<file path="src/rtl/mem_responder_pkg.sv">
// Shared widths and sizing for the single-outstanding memory responder.
package mem_responder_pkg;

  localparam int DEF_DATA_WIDTH  = 16;
  localparam int THREAD_ID_WIDTH = 4;
  localparam int MEM_DEPTH       = 16;
  localparam int CNT_WIDTH       = 4;

  // Index width that stays legal even for a single-word memory.
  function automatic int idx_width(input int depth);
    return (depth > 1) ? $clog2(depth) : 1;
  endfunction

endpackage

</file>
<file path="src/rtl/mem_responder_mem_array.sv">
// Word storage: synchronous write port, combinational read port, cleared by reset.
module mem_array #(
  parameter int DATA_WIDTH = 16,
  parameter int DEPTH      = 16,
  parameter int IDX_W      = 4
) (
  input  logic                  clk,
  input  logic                  rst_n,
  input  logic                  we_i,
  input  logic [IDX_W-1:0]      waddr_i,
  input  logic [DATA_WIDTH-1:0] wdata_i,
  input  logic [IDX_W-1:0]      raddr_i,
  output logic [DATA_WIDTH-1:0] rdata_o
);

  logic [DATA_WIDTH-1:0] mem_q [DEPTH];

  // NOTE: the array sits in the async reset domain because every word must read 0 after reset; this forces flops, not RAM macros.
  always_ff @(posedge clk or negedge rst_n) begin
    if (!rst_n) begin
      for (int i = 0; i < DEPTH; i++) mem_q[i] <= '0;
    end else if (we_i) begin
      mem_q[waddr_i] <= wdata_i;
    end
  end

  assign rdata_o = mem_q[raddr_i];

endmodule

</file>
<file path="src/rtl/mem_responder.sv">
// Single-outstanding load/store responder with fixed access latency and range checking.
module mem_responder
  import mem_responder_pkg::*;
#(
  parameter int DATA_WIDTH = DEF_DATA_WIDTH,
  parameter int ADDR_WIDTH = 8,
  parameter int DEPTH      = MEM_DEPTH,
  parameter int LATENCY    = 2
) (
  input  logic                       clk,
  input  logic                       reset,
  input  logic                       req_valid,
  output logic                       req_ready,
  input  logic                       req_we,
  input  logic [ADDR_WIDTH-1:0]      req_addr,
  input  logic [DATA_WIDTH-1:0]      req_wdata,
  input  logic [THREAD_ID_WIDTH-1:0] req_tag,
  output logic                       rsp_valid,
  input  logic                       rsp_ready,
  output logic [DATA_WIDTH-1:0]      rsp_rdata,
  output logic [THREAD_ID_WIDTH-1:0] rsp_tag,
  output logic                       rsp_err,
  output logic                       busy
);

  localparam int IDX_W = idx_width(DEPTH);

  typedef enum logic [1:0] {IDLE, ACCESS, RESP} state_e;

  state_e                     state_q, state_d;
  logic [CNT_WIDTH-1:0]       cnt_q, cnt_d;
  logic                       we_q, we_d;
  logic [ADDR_WIDTH-1:0]      addr_q, addr_d;
  logic [DATA_WIDTH-1:0]      wdata_q, wdata_d;
  logic [THREAD_ID_WIDTH-1:0] tag_q, tag_d;
  logic [DATA_WIDTH-1:0]      rdata_q, rdata_d;
  logic                       err_q, err_d;

  logic                  in_range;
  logic                  mem_we;
  logic [DATA_WIDTH-1:0] mem_rdata;

  // Range check runs on the full address so high addresses never alias a valid word.
  assign in_range = (32'(addr_q) < 32'(DEPTH));

  mem_array #(
    .DATA_WIDTH(DATA_WIDTH),
    .DEPTH     (DEPTH),
    .IDX_W     (IDX_W)
  ) u_mem (
    .clk    (clk),
    .rst_n  (reset),
    .we_i   (mem_we),
    .waddr_i(addr_q[IDX_W-1:0]),
    .wdata_i(wdata_q),
    .raddr_i(addr_q[IDX_W-1:0]),
    .rdata_o(mem_rdata)
  );

  // NOTE: every variable driven here gets a default first, so no path can leave one unassigned and infer a latch.
  always_comb begin
    state_d = state_q;
    cnt_d   = cnt_q;
    we_d    = we_q;
    addr_d  = addr_q;
    wdata_d = wdata_q;
    tag_d   = tag_q;
    rdata_d = rdata_q;
    err_d   = err_q;
    mem_we  = 1'b0;

    unique case (state_q)
      IDLE: begin
        if (req_valid) begin
          we_d    = req_we;
          addr_d  = req_addr;
          wdata_d = req_wdata;
          tag_d   = req_tag;
          cnt_d   = CNT_WIDTH'(LATENCY - 1);
          state_d = ACCESS;
        end
      end
      ACCESS: begin
        if (cnt_q == '0) begin
          mem_we  = we_q && in_range;
          rdata_d = (!we_q && in_range) ? mem_rdata : '0;
          err_d   = !in_range;
          state_d = RESP;
        end else begin
          cnt_d = cnt_q - 1'b1;
        end
      end
      RESP: begin
        if (rsp_ready) state_d = IDLE;
      end
      default: state_d = IDLE;
    endcase
  end

  // NOTE: state registers use non-blocking assignments so all flops update together from pre-edge values.
  always_ff @(posedge clk or negedge reset) begin
    if (!reset) begin
      state_q <= IDLE;
      cnt_q   <= '0;
      we_q    <= 1'b0;
      addr_q  <= '0;
      wdata_q <= '0;
      tag_q   <= '0;
      rdata_q <= '0;
      err_q   <= 1'b0;
    end else begin
      state_q <= state_d;
      cnt_q   <= cnt_d;
      we_q    <= we_d;
      addr_q  <= addr_d;
      wdata_q <= wdata_d;
      tag_q   <= tag_d;
      rdata_q <= rdata_d;
      err_q   <= err_d;
    end
  end

  assign req_ready = (state_q == IDLE);
  assign rsp_valid = (state_q == RESP);
  assign busy      = (state_q != IDLE);
  assign rsp_rdata = rdata_q;
  assign rsp_tag   = tag_q;
  assign rsp_err   = err_q;

endmodule

</file>
<file path="config.mk">
export PLATFORM = sky130hd
export DESIGN_NAME = mem_responder
export DESIGN_NICKNAME = d
export VERILOG_FILES = /design/src/rtl/mem_responder_pkg.sv /design/src/rtl/mem_responder_mem_array.sv /design/src/rtl/mem_responder.sv
export SDC_FILE = /design/constraint.sdc
export NUM_CORES = 1
export LEC_CHECK = 0
export CORE_MARGIN = 2
export CORE_UTILIZATION = 67
export CTS_BUF_LIST = sky130_fd_sc_hd__clkbuf_4
export DETAILED_ROUTE_END_ITERATION = 8
export GPL_TIMING_DRIVEN = 0
export PLACE_DENSITY = 0.87
export SLEW_MARGIN = 20
export SYNTH_ARGS = -nofsm -noshare
export SYNTH_HDL_FRONTEND = slang
export SYNTH_HIERARCHICAL = 1
export SYNTH_SLANG_ARGS = --single-unit
</file>
<file path="constraint.sdc">
create_clock -name clk -period 6.5 [get_ports clk]
set_input_delay 1.3 -clock clk [delete_from_list [all_inputs] [get_ports clk]]
set_output_delay 1.3 -clock clk [all_outputs]
set_load 0.01 [all_outputs]
</file>
After elaboration in Yosys (flattened, before gate mapping)
Index checks and enable logic that the tools add are counted.

Flip-flop bits (word level): 308. Bits of input ports: 33. Output and inout port bits: 24. Logic and storage cells: 64.

Add/sub/neg operators: 1. Order comparisons: 3. Equal/unequal tests: 6. Mux-type cells: 16. Bitwise operators: 1. Reductions and logical operators: 13.

Operators by type and width (number): bitwise mux 256 bit (1); binary-select mux 16 bit (select 4 bit) (1); demux 16 bit (select 4 bit) (1); 2-to-1 mux 16 bit (4); < comparator 8 x 5 -> 1 bit, second input constant (1); 2-to-1 mux 4 bit (2); case mux 4 bit (2 select lines) (1); 2-to-1 mux 2 bit (3); != test 2 bit, second input constant (3); case mux 2 bit (3 select lines) (1); AND reduction 3 bit (2); >= comparator 5 bit, second input constant (1); < comparator 5 x 1 -> 1 bit, second input constant (1); inverter 4 -> 5 bit (1); logical NOT 4 bit (1); AND reduction 2 bit (2); nonzero test 2 bit (2); subtractor 4 x 1 -> 4 bit, second input constant (1); logical AND 1 bit (3); == test 2 x 1 -> 1 bit, second input constant (1); == test 2 bit, second input constant (1); logical NOT 1 bit (2); logical NOT 2 bit (1); 2-to-1 mux 1 bit (2); != test 2 x 1 -> 1 bit, second input constant (1).

Longest topological paths before layout
Depth in word-level cells: 6. Gate-level depth with buffers: 12.

Modules after synthesis
The synthesis kept the hierarchy.

By module, submodules not included: mem_array (instances 1, cells each 712, area an instance 11607.4 um2); mem_responder (instances 1, cells each 175, area an instance 2188.3 um2).

Least setup slack after synthesis
Ideal clock, no wire load.

Path kind: register to register. Start point: register cnt_q[0]. End point: register u_mem/mem_q[117] (netlist bit). Setup time: 0.125 ns. Data arrival time: 2.776 ns. Data required time: 6.375 ns. Slack: 3.600 ns. Cell stages (with the launch flop): 12. Path buffers: 3. Cells stage by stage: dfrtp_1 > inv_1 > ha_1 > or3b_4 > nand2b_4 > buf_6 > buf_8 > nor2_1 > nand2_1 > nor4_4 > buf_2 > mux2_2.

Word-level cells in the longest chain between the ends: 3.

RTL lines: from (decl) (line mem_responder.sv:31) `logic [CNT_WIDTH-1:0] cnt_q, cnt_d;`; from (signal assigned) (line mem_responder.sv:113) `cnt_q <= cnt_d;`; logical NOT 4 bit (line mem_responder.sv:84) `if (cnt_q == '0) begin`; 2-to-1 mux 1 bit (line mem_responder.sv:84); 2-to-1 mux 1 bit (line mem_responder.sv:72) `unique case (state_q)`; via mem_we (line mem_responder.sv:40) `logic mem_we;`; to (signal, indexed assignment) (line mem_responder_mem_array.sv:23) `mem_q[waddr_i] <= wdata_i;`; to (decl) (line mem_responder_mem_array.sv:16) `logic [DATA_WIDTH-1:0] mem_q [DEPTH];`.

The timed path passes the listed nets, and every way through them passes these cells. A chain may end at the register's enable or synchronous reset.

Worst setup path in the final report
Start point: register cnt_q[1]. End point: register u_mem/mem_q[90] (netlist bit).

Same word-level chain as after synthesis.

==> metrics <==
Overflow after GRT=0; I/O pin count=57; kind of critical path=register to register; TritonCTS buffer count=79; fmax=0.260 GHz; Comb pwr share=26.8%; Yosys cell types=40; largest family of logic cells by synthesized area=multiplexers; sw frac=33.8%; Initial Util=68.2%; Post-Syn Instances=887; post-DP HPWL=slightly above 20000 um; Yosys reg bits=308; Routed met3 length=1550 um; XOR/XNOR Fraction of Synth Area=0%; Critical Path AT=4390 ps; TritonCTS clock tree=built; first drt pass iteration count=4; Hold Path Class=input port to asynchronous set/reset pin; Leakage=7.56 nW; Synth Area per Inst=roughly 16 um^2; placed inst area=0.0148 mm^2; FILL cells=1195; vias in the first global route=9042; CP Capture Type=register; setup bufs post-CTS=0; # hold bufs at CTS=0; Die W=147 um; Core ar.=between 0.02 and 0.025 mm^2; endpoints failing hold=0; Max-slew headroom=between 40 and 50%; Top Layer Used=met4; EDFF count, synth=0; Seq/Total Area, Yosys=55.9%; Max IR drop VDD=roughly 0.23 mV; NetSw=1.79 mW; clock power share=28.9%; mux cell area share after synthesis=34.1%; # rows=52; DRC viols=0; sequential power share=44.2%; nets=1062; Clk Latency, worst-skew pair=690 ps; cell-internal power=3.49 mW; CP Data Required Time=7050 ps; Max Fanout on Critical Path=10; clock slew at reported path FFs=60 ps; max_cap viols=0; Clock Tree Root=clkbuf_4; DRT iter0 DRCs=between 400 and 500; routed via count=roughly 8300; largest stage delay on the critical path=around 630 ps; yosys synthesis warning count=6; dpl ws=2760 ps; Tcrit/Tclk final=about three fifths; status=complete, no violations; Cell Area, Synth=0.0138 mm^2; startpoint types=register; global-route wire length before repair=49300 um; Setup-failing EPs final=0; Num Clock Sinks=308; share of layout cells above drive strength 1=49.4%; DRT antenna net count=0; CTS Buffer Depth=3; chip height=147 um; final RePlAce weighted congestion=0.838; Final Critical Period=3840 ps; Synth async-reset ratio=between 90% and 100%; WL met1=12600 um; Adder-Cell Fraction of Synth Area=less than 1%; DP Cell Count=roughly 1200; H-Tree Depth=3; post-cts resize count=0; final wirelength=30500 um; routed length per placed instance=~23 um; largest net degree at the start of global routing=just over 100; worst-margin pin slew=about 840 ps; die area=approximately 0.022 mm^2; Synth Net Count=922; DR WL met2=15400 um; Final Cell Area=0.0157 mm^2; worst path cell trace=inv_1, ha_1, or3b_4, nand2b_4, buf_6, buf_8, nor2_1, nand2_1, nor3_2, buf_4, mux2_2; port bufs=between 50 and 60; Layout area overhead=13.7%; final hold slack=481 ps; Slew Limit Fails=0; unrepaired setup endpoints after global routing=false; initial antenna violation count=1; fin cells=1340; ys flop type=dfrtp_1; worst setup margin=roughly 2700 ps; PD cells=336 mW/mm^2; clk_skew=roughly 32 ps; simple-gate share of the synthesized area=3.04%; Slowest-stage cell, CP=nor3_2; Total GRT Usage=29.9%; drt via density=6.22; post-synthesis compound-gate area fraction=3.56%
[cells in the mapped netlist (4+ instances only)]
library cell	count	area share, %
a22oi_1	32	1.7
buf_2	23	0.83
buf_4	6	0.33
buf_6	5	0.41
clkbuf_1	30	0.82
dfrtp_1	308	56
inv_1	21	0.57
mux2_2	275	22
mux2_4	10	1.1
mux4_2	64	10
nand2_1	21	0.57
nand2b_1	4	0.18
nand3_1	6	0.22
nor2_1	5	0.14
nor2_2	4	0.18
nor3_2	6	0.44
o21ai_0	20	0.73
o31ai_1	16	0.87
[path summary, 6_finish.rpt]
path / startpoint / endpoint / slack [ps] / depth (start not counted)
setup / recovery: cnt_q[1] / u_mem/mem_q[90] / 2660 / 11
hold / removal: reset / u_mem/mem_q[166] / 480 / 1
setup reg to reg: cnt_q[1] / u_mem/mem_q[90] / 2660 / 11
hold reg to reg: u_mem/mem_q[200] / u_mem/mem_q[200] / 500 / 1
max in group asynchronous: reset / addr_q[2] / 4840 / 3
min in group clk: u_mem/mem_q[200] / u_mem/mem_q[200] / 500 / 1
[registers in the layout, summed over array words and instances (netlist names)]
| signal | count |
|---|---|
| addr_q | 8 |
| cnt_q | 4 |
| rsp_err | 1 |
| rsp_rdata | 16 |
| rsp_tag | 4 |
| state_q | 2 |
| u_mem/mem_q | 256 |
| wdata_q | 16 |
| we_q | 1 |
[critical path: cells and delay by family, from the launching register on]
family        cells  cell delay (ps)
fa+ha+maj         1              160
simple gates      5             2070
flops             1              420
buf+inv           4              720
mux               1              350
[power groups by stage]
stage / Sequential (mW) / Clock, mW / Combinational [mW]
final: 2.33 / 1.53 / 1.42
after global placement: 2.35 / 0 / 1.37
after global routing: 2.36 / 1.66 / 1.51
after floorplan: 2.29 / 0 / 0.939
after detailed placement: 2.36 / 0 / 1.41
after CTS: 2.33 / 1.56 / 1.41
[logic make-up after synthesis]
family,after synthesis
multiplexers,350
AO/OA/AOI/OAI,72
adder cells (fa/ha/maj),2
AND/OR/NAND/NOR,65
buffers and inverters,90
flip-flops,308
[per-stage QoR]
step           total power, mW  util (%)  setup TNS (ps)
2_1_floorplan             3.22         -               0
3_3_place_gp              3.72      72.6        -2746840
3_5_place_dp              3.77      73.1               0
4_1_cts                   5.31      77.5               0
5_1_grt                   5.54      77.5               0
6_report                  5.28      77.5               0
[routing by layer]
metal | vias up | global-route usage (%)
li1 | 3602 | -
met1 | 4391 | 40.3
met2 | 282 | 49.6
met3 | 65 | 5.56
met4 | 0 | 11.5
met5 | - | 0
[placed cells by master, fill, tap and decap left out, drive strengths merged]
master	count
a21o	1
a22oi	32
a32oi	1
and2	1
and2b	1
buf	43
clkbuf	146
clkdlybuf4s50	55
clkinv	3
dfrtp	308
diode	1
ha	2
inv	25
mux2	285
mux2i	1
mux4	64
nand2	21
nand2b	7
nand3	6
nand3b	2
nor2	9
nor2b	2
nor3	6
nor3b	1
nor4	2
o21a	1
o21ai	20
o21bai	1
o31ai	16
or2b	1
or3	3
or3b	1
or4	2
[layout make-up]
cell class                      count  area, um^2  share of cell area (%)
Sequential cell                   308        7710                    49.1
Multi-Input combinational cell    489        5630                    35.9
Clock buffer                      116         871                    5.55
Timing Repair Buffer               59         648                    4.13
Buffer                             69         375                    2.39
Tap cell                          270         338                    2.15
Inverter                           21        78.8                   0.503
Clock inverter                      7        27.5                   0.176
Antenna cell                        1        2.50                  0.0160
Note: power is estimated with default switching activity, not from simulation.
